File: src/rtl/rtc_pps_gen.sv
// rtc_pps_gen: 1PPS pulse of programmable width aligned to each RTC seconds change,
// plus a time-of-day alarm compiled in only when RTC_PPS_ALARM_EN is defined.
module rtc_pps_gen #(
  parameter logic [15:0] PPS_WIDTH_DEFAULT = 16'd1000
) (
  input  logic        clk,
  input  logic        rst,
  input  logic [37:0] time_reg_ns,
  input  logic [47:0] time_reg_sec,
  input  logic        pps_width_ld,
  input  logic [15:0] pps_width_in,
  output logic        pps_out,
  input  logic        alarm_ld,
  input  logic [47:0] alarm_sec_in,
  input  logic [29:0] alarm_ns_in,
  input  logic        alarm_cancel,
  output logic        alarm_armed,
  output logic        alarm_fire,
  output logic [1:0]  alarm_state_dbg
);

  // Load/cancel strobes are single-cycle level samples; there is no back-pressure.
  logic [47:0] sec_q;
  logic [29:0] ns_q;
  logic        valid_q;
  logic [15:0] width_q;
  logic [15:0] pps_cnt_q, pps_cnt_d;
  logic        pps_q, pps_d;
  logic        roll;
  logic        unused_bits;

  // valid_q masks the very first sample so reset release never looks like a rollover.
  assign roll = valid_q & (time_reg_sec != sec_q);

  always_comb begin
    pps_cnt_d = pps_cnt_q;
    pps_d     = pps_q;
    if (roll && (width_q != 16'd0)) begin
      pps_cnt_d = width_q;
      pps_d     = 1'b1;
    end else if (pps_cnt_q != 16'd0) begin
      pps_cnt_d = pps_cnt_q - 16'd1;
      pps_d     = (pps_cnt_q != 16'd1);
    end else begin
      pps_d     = 1'b0;
    end
  end

  always_ff @(posedge clk or negedge rst) begin
    if (!rst) begin
      sec_q     <= '0;
      ns_q      <= '0;
      valid_q   <= 1'b0;
      width_q   <= PPS_WIDTH_DEFAULT;
      pps_cnt_q <= '0;
      pps_q     <= 1'b0;
    end else begin
      sec_q     <= time_reg_sec;
      ns_q      <= time_reg_ns[37:8];
      valid_q   <= 1'b1;
      pps_cnt_q <= pps_cnt_d;
      pps_q     <= pps_d;
      if (pps_width_ld) begin
        width_q <= pps_width_in;
      end
    end
  end

  assign pps_out = pps_q;

`ifdef RTC_PPS_ALARM_EN
  typedef enum logic [1:0] {
    ST_IDLE  = 2'd0,
    ST_ARMED = 2'd1,
    ST_FIRED = 2'd2
  } alarm_state_e;

  alarm_state_e state_q;
  logic [77:0]  target_q;
  logic         armed_q;
  logic         fire_q;
  logic         hit;

  // Compare against the live time so the fire lands one edge after the target is reached.
  assign hit = ({time_reg_sec, time_reg_ns[37:8]} >= target_q);

  always_ff @(posedge clk or negedge rst) begin
    if (!rst) begin
      state_q  <= ST_IDLE;
      target_q <= '0;
      armed_q  <= 1'b0;
      fire_q   <= 1'b0;
    end else if (alarm_ld) begin
      target_q <= {alarm_sec_in, alarm_ns_in};
      state_q  <= ST_ARMED;
      armed_q  <= 1'b1;
      fire_q   <= 1'b0;
    end else begin
      case (state_q)
        ST_ARMED: begin
          if (alarm_cancel) begin
            state_q <= ST_IDLE;
            armed_q <= 1'b0;
            fire_q  <= 1'b0;
          end else if (hit) begin
            state_q <= ST_FIRED;
            armed_q <= 1'b0;
            fire_q  <= 1'b1;
          end
        end
        default: begin
          state_q <= ST_IDLE;
          armed_q <= 1'b0;
          fire_q  <= 1'b0;
        end
      endcase
    end
  end

  assign alarm_armed     = armed_q;
  assign alarm_fire      = fire_q;
  assign alarm_state_dbg = state_q;
  assign unused_bits     = ^{ns_q, time_reg_ns[7:0]};
`else
  assign alarm_armed     = 1'b0;
  assign alarm_fire      = 1'b0;
  assign alarm_state_dbg = 2'd0;
  assign unused_bits     = ^{ns_q, time_reg_ns[7:0], alarm_ld, alarm_sec_in,
                             alarm_ns_in, alarm_cancel};
`endif

endmodule

File: config.mk
export PLATFORM = sky130hd
export DESIGN_NAME = rtc_pps_gen
export DESIGN_NICKNAME = d
export VERILOG_FILES = /design/src/rtl/rtc_pps_gen.sv
export SDC_FILE = /design/constraint.sdc
export NUM_CORES = 1
export LEC_CHECK = 0
export BUFFER_PORTS_ARGS = -buffer_cell sky130_fd_sc_hd__buf_2
export CORE_ASPECT_RATIO = 1.25
export CORE_MARGIN = 2
export CORE_UTILIZATION = 43
export CTS_CLUSTER_SIZE = 40
export DETAILED_ROUTE_END_ITERATION = 8
export MAX_ROUTING_LAYER = met4
export PLACE_DENSITY = 0.78
export SETUP_SLACK_MARGIN = 0.5
export SYNTH_ARGS = -nofsm -noshare
export SYNTH_HDL_FRONTEND = slang
export SYNTH_SLANG_ARGS = --single-unit
File: constraint.sdc
create_clock -name clk -period 3.1 [get_ports clk]
set_clock_uncertainty 0.2 [all_clocks]
set_input_delay 0.155 -clock clk [delete_from_list [all_inputs] [get_ports clk]]
set_output_delay 0.155 -clock clk [all_outputs]
set_load 0.005 [all_outputs]
==> reports/metrics.cfg <==
[drt]
avgRoutedWirePerCell_um = 16.9
via_count = 2520
drt_iter0_markers = 177
drcViolationCount = 0
dr.pass1.iters = 4
via_per_inst = 5.07
ant_nets = 0
drt_wl_total_mm = 8.41

[hold_path]
hp-class = in -> reg

[placement]
place_congestion = 0.832
io_buffers = 67
dp_slack_ns = 0.738
dp_hpwl_mm = 4.58

[timing]
setup-tns-final_ns = 0
relSlewSlack_pct = 35.0
tightest_slew_ns = 0.976
slew_viol_final = 0
period_minus_slack_ns = 2.54
post-route-period-util_pct = 81.9
fmax_mhz = 394
fin_ws_ns = 0.560
grt_setup_unrepaired = false
hold-worst-slack_ns = 0.133
hold_viol = 0
setup_viol = 0

[grt]
grt_max_degree = 83
grt-ovfl-total = 0
grt_usage_pct = 20.6
grt_pass1_wl_mm = 13.7
grt_pass1_vias = 2782
antenna_found_initial = 0

[clock_tree]
cts_sinks = 82
cts-hold-fix-buffers = 65
clock_latency_ns = 0.36
clk_pin_slew_worst_paths_ns = 0.08
cts-root-buf = clkbuf_8
post_cts_buffers = 0
ctsResizeCount = 0
cts_buffers = 9
htreeDepth = 3
clock_path_buffers = 2
cts_tree = built

[setup_path]
startpoint_type = input port
arrival_ns = 2.57
endpoint_kind = register
crit_fanout = 9
required_ns = 3.13
path_class = in -> reg

[logic_synthesis]
async_reset_ff_share_pct = 100
mappedNetlistArea_mm2 = 0.00348
syn-instance-count = 258
ys_warn_count = 0
ys_seq_area_share_pct = 59.1
ys_types = 35
postSynthAreaPerCell_um2 = 13.5
synth_edf_count = 0
yosys_register_bits = 82
synth_ff_type = dfrtp_1

[cells_and_area]
layout_common_cells = 76 x dfrtp_1, 66 x buf_2, 65 x dlygate4sd3_1
drive_gt1_share_pct = 30.1
finalNetCount = 585
antennaDiodeCount = 0
syn_to_final_growth_pct = 36.4
final_common_cell = dfrtp_1

[power]
power.density_mw_per_mm2 = 521
p_leak_uw = 0.00197
ir_drop_v = 0.000396
p_total_uw = 2470

[run]
drv_cap = 0

[floorplanning]
ios = 190
die_w_um = 84.5
rows = 36
coreArea_mm2 = 0.00784
dieArea_mm2 = 0.00884
start_util_pct = 44.4
dieHeight_um = 105

[status]
status = finished clean

## synthesized netlist by cell type, types with 2 or more instances
cell	number	area [µm²]
nand3_1	2	10.0
inv_1	2	7.51
or3_1	2	12.5
mux2_1	5	56.3
a21oi_1	3	15.0
nand2_1	3	11.3
o21ai_0	3	15.0
nor4_1	6	37.5
conb_1	2	7.51
dfrtp_1	76	1900
ha_1	3	37.5
nor4_2	2	25.0
nand4_1	16	100
buf_4	5	37.5
dfstp_2	6	158
xnor2_1	52	455
xor2_1	7	61.3
nor3_1	4	20.0
mux2_2	28	315
nor2_1	15	56.3
nand2b_1	2	12.5
## logic make-up (layout without fill, tap and decap cells)
logic type / Yosys count / in the layout / share of synthesized area [%]
adder cells (fa/ha/maj): 3 / 3 / 1.08
buffers and inverters: 10 / 151 / 1.83
AND/OR/NAND/NOR: 59 / 59 / 10.3
flip-flops: 82 / 82 / 59.1
AO/OA/AOI/OAI: 9 / 9 / 1.65
other: 2 / 5 / 0.216
XOR/XNOR: 59 / 59 / 14.8
multiplexers: 34 / 34 / 11.0
## stage by stage
step | std cells | area (µm²) | utilization [%]
2_1_floorplan | 261 | 3490 | -
3_3_place_gp | 416 | 3900 | 49.8
3_5_place_dp | 416 | 3900 | 49.8
4_1_cts | 497 | 4750 | 60.6
5_1_grt | 497 | 4750 | 60.6
6_report | 497 | 4750 | 60.6
## final timing paths
path / from / endpoint / slack, ns / depth (start not counted)
min in group asynchronous: rst / sec_q[33]$_DFF_PN0_ / 0.30 / 2
setup reg to reg: sec_q[26]$_DFF_PN0_ / pps_cnt_q[7]$_DFFE_PN0P_ / 0.59 / 6
hold reg to reg: width_q[14]$_DFFE_PN0P_ / pps_cnt_q[14]$_DFFE_PN0P_ / 0.34 / 1
max in group asynchronous: rst / pps_cnt_q[1]$_DFFE_PN0P_ / 1.76 / 2
setup / recovery: time_reg_sec[26] / pps_cnt_q[7]$_DFFE_PN0P_ / 0.56 / 8
hold / removal: pps_width_ld / width_q[15]$_DFFE_PN0P_ / 0.13 / 2
## layer usage
layer,vias to the layer above,global-route usage (%),share of wire (%)
met5,-,-,0
met4,0,6.92,2.4
met3,17,4.90,3.9
met2,87,34.3,52
met1,1253,24.5,42
li1,1163,-,-
## where the power goes
part	internal [µW]	switching, µW
Combinational	237	187
Clock	417	367
Sequential	1170	92.9
## area by class of cell
cell class                      count  area [µm²]
Multi-Input combinational cell    169        1370
Inverter                            2        7.51
Sequential cell                    82        2060
Tap cell                           95         119
Fill cell                         561        3090
Timing Repair Buffer              133         996
Clock inverter                      2        35.0
Clock buffer                       14         163
## registers in the layout, indices dropped and copies added, names as in the netlist
register	count
pps_cnt_q	16
width_q	16
valid_q	1
sec_q	48
pps_out	1
## critical path, stage by stage
cell and delay [ns]:
dlygate4sd3_1 0.53, buf_2 0.14, xnor2_1 0.23, nand4_1 0.14, nor4_1 0.43, a31oi_2 0.33
buf_4 0.29, mux2_1 0.32
No activity file was read; power rests on OpenSTA's default activity.
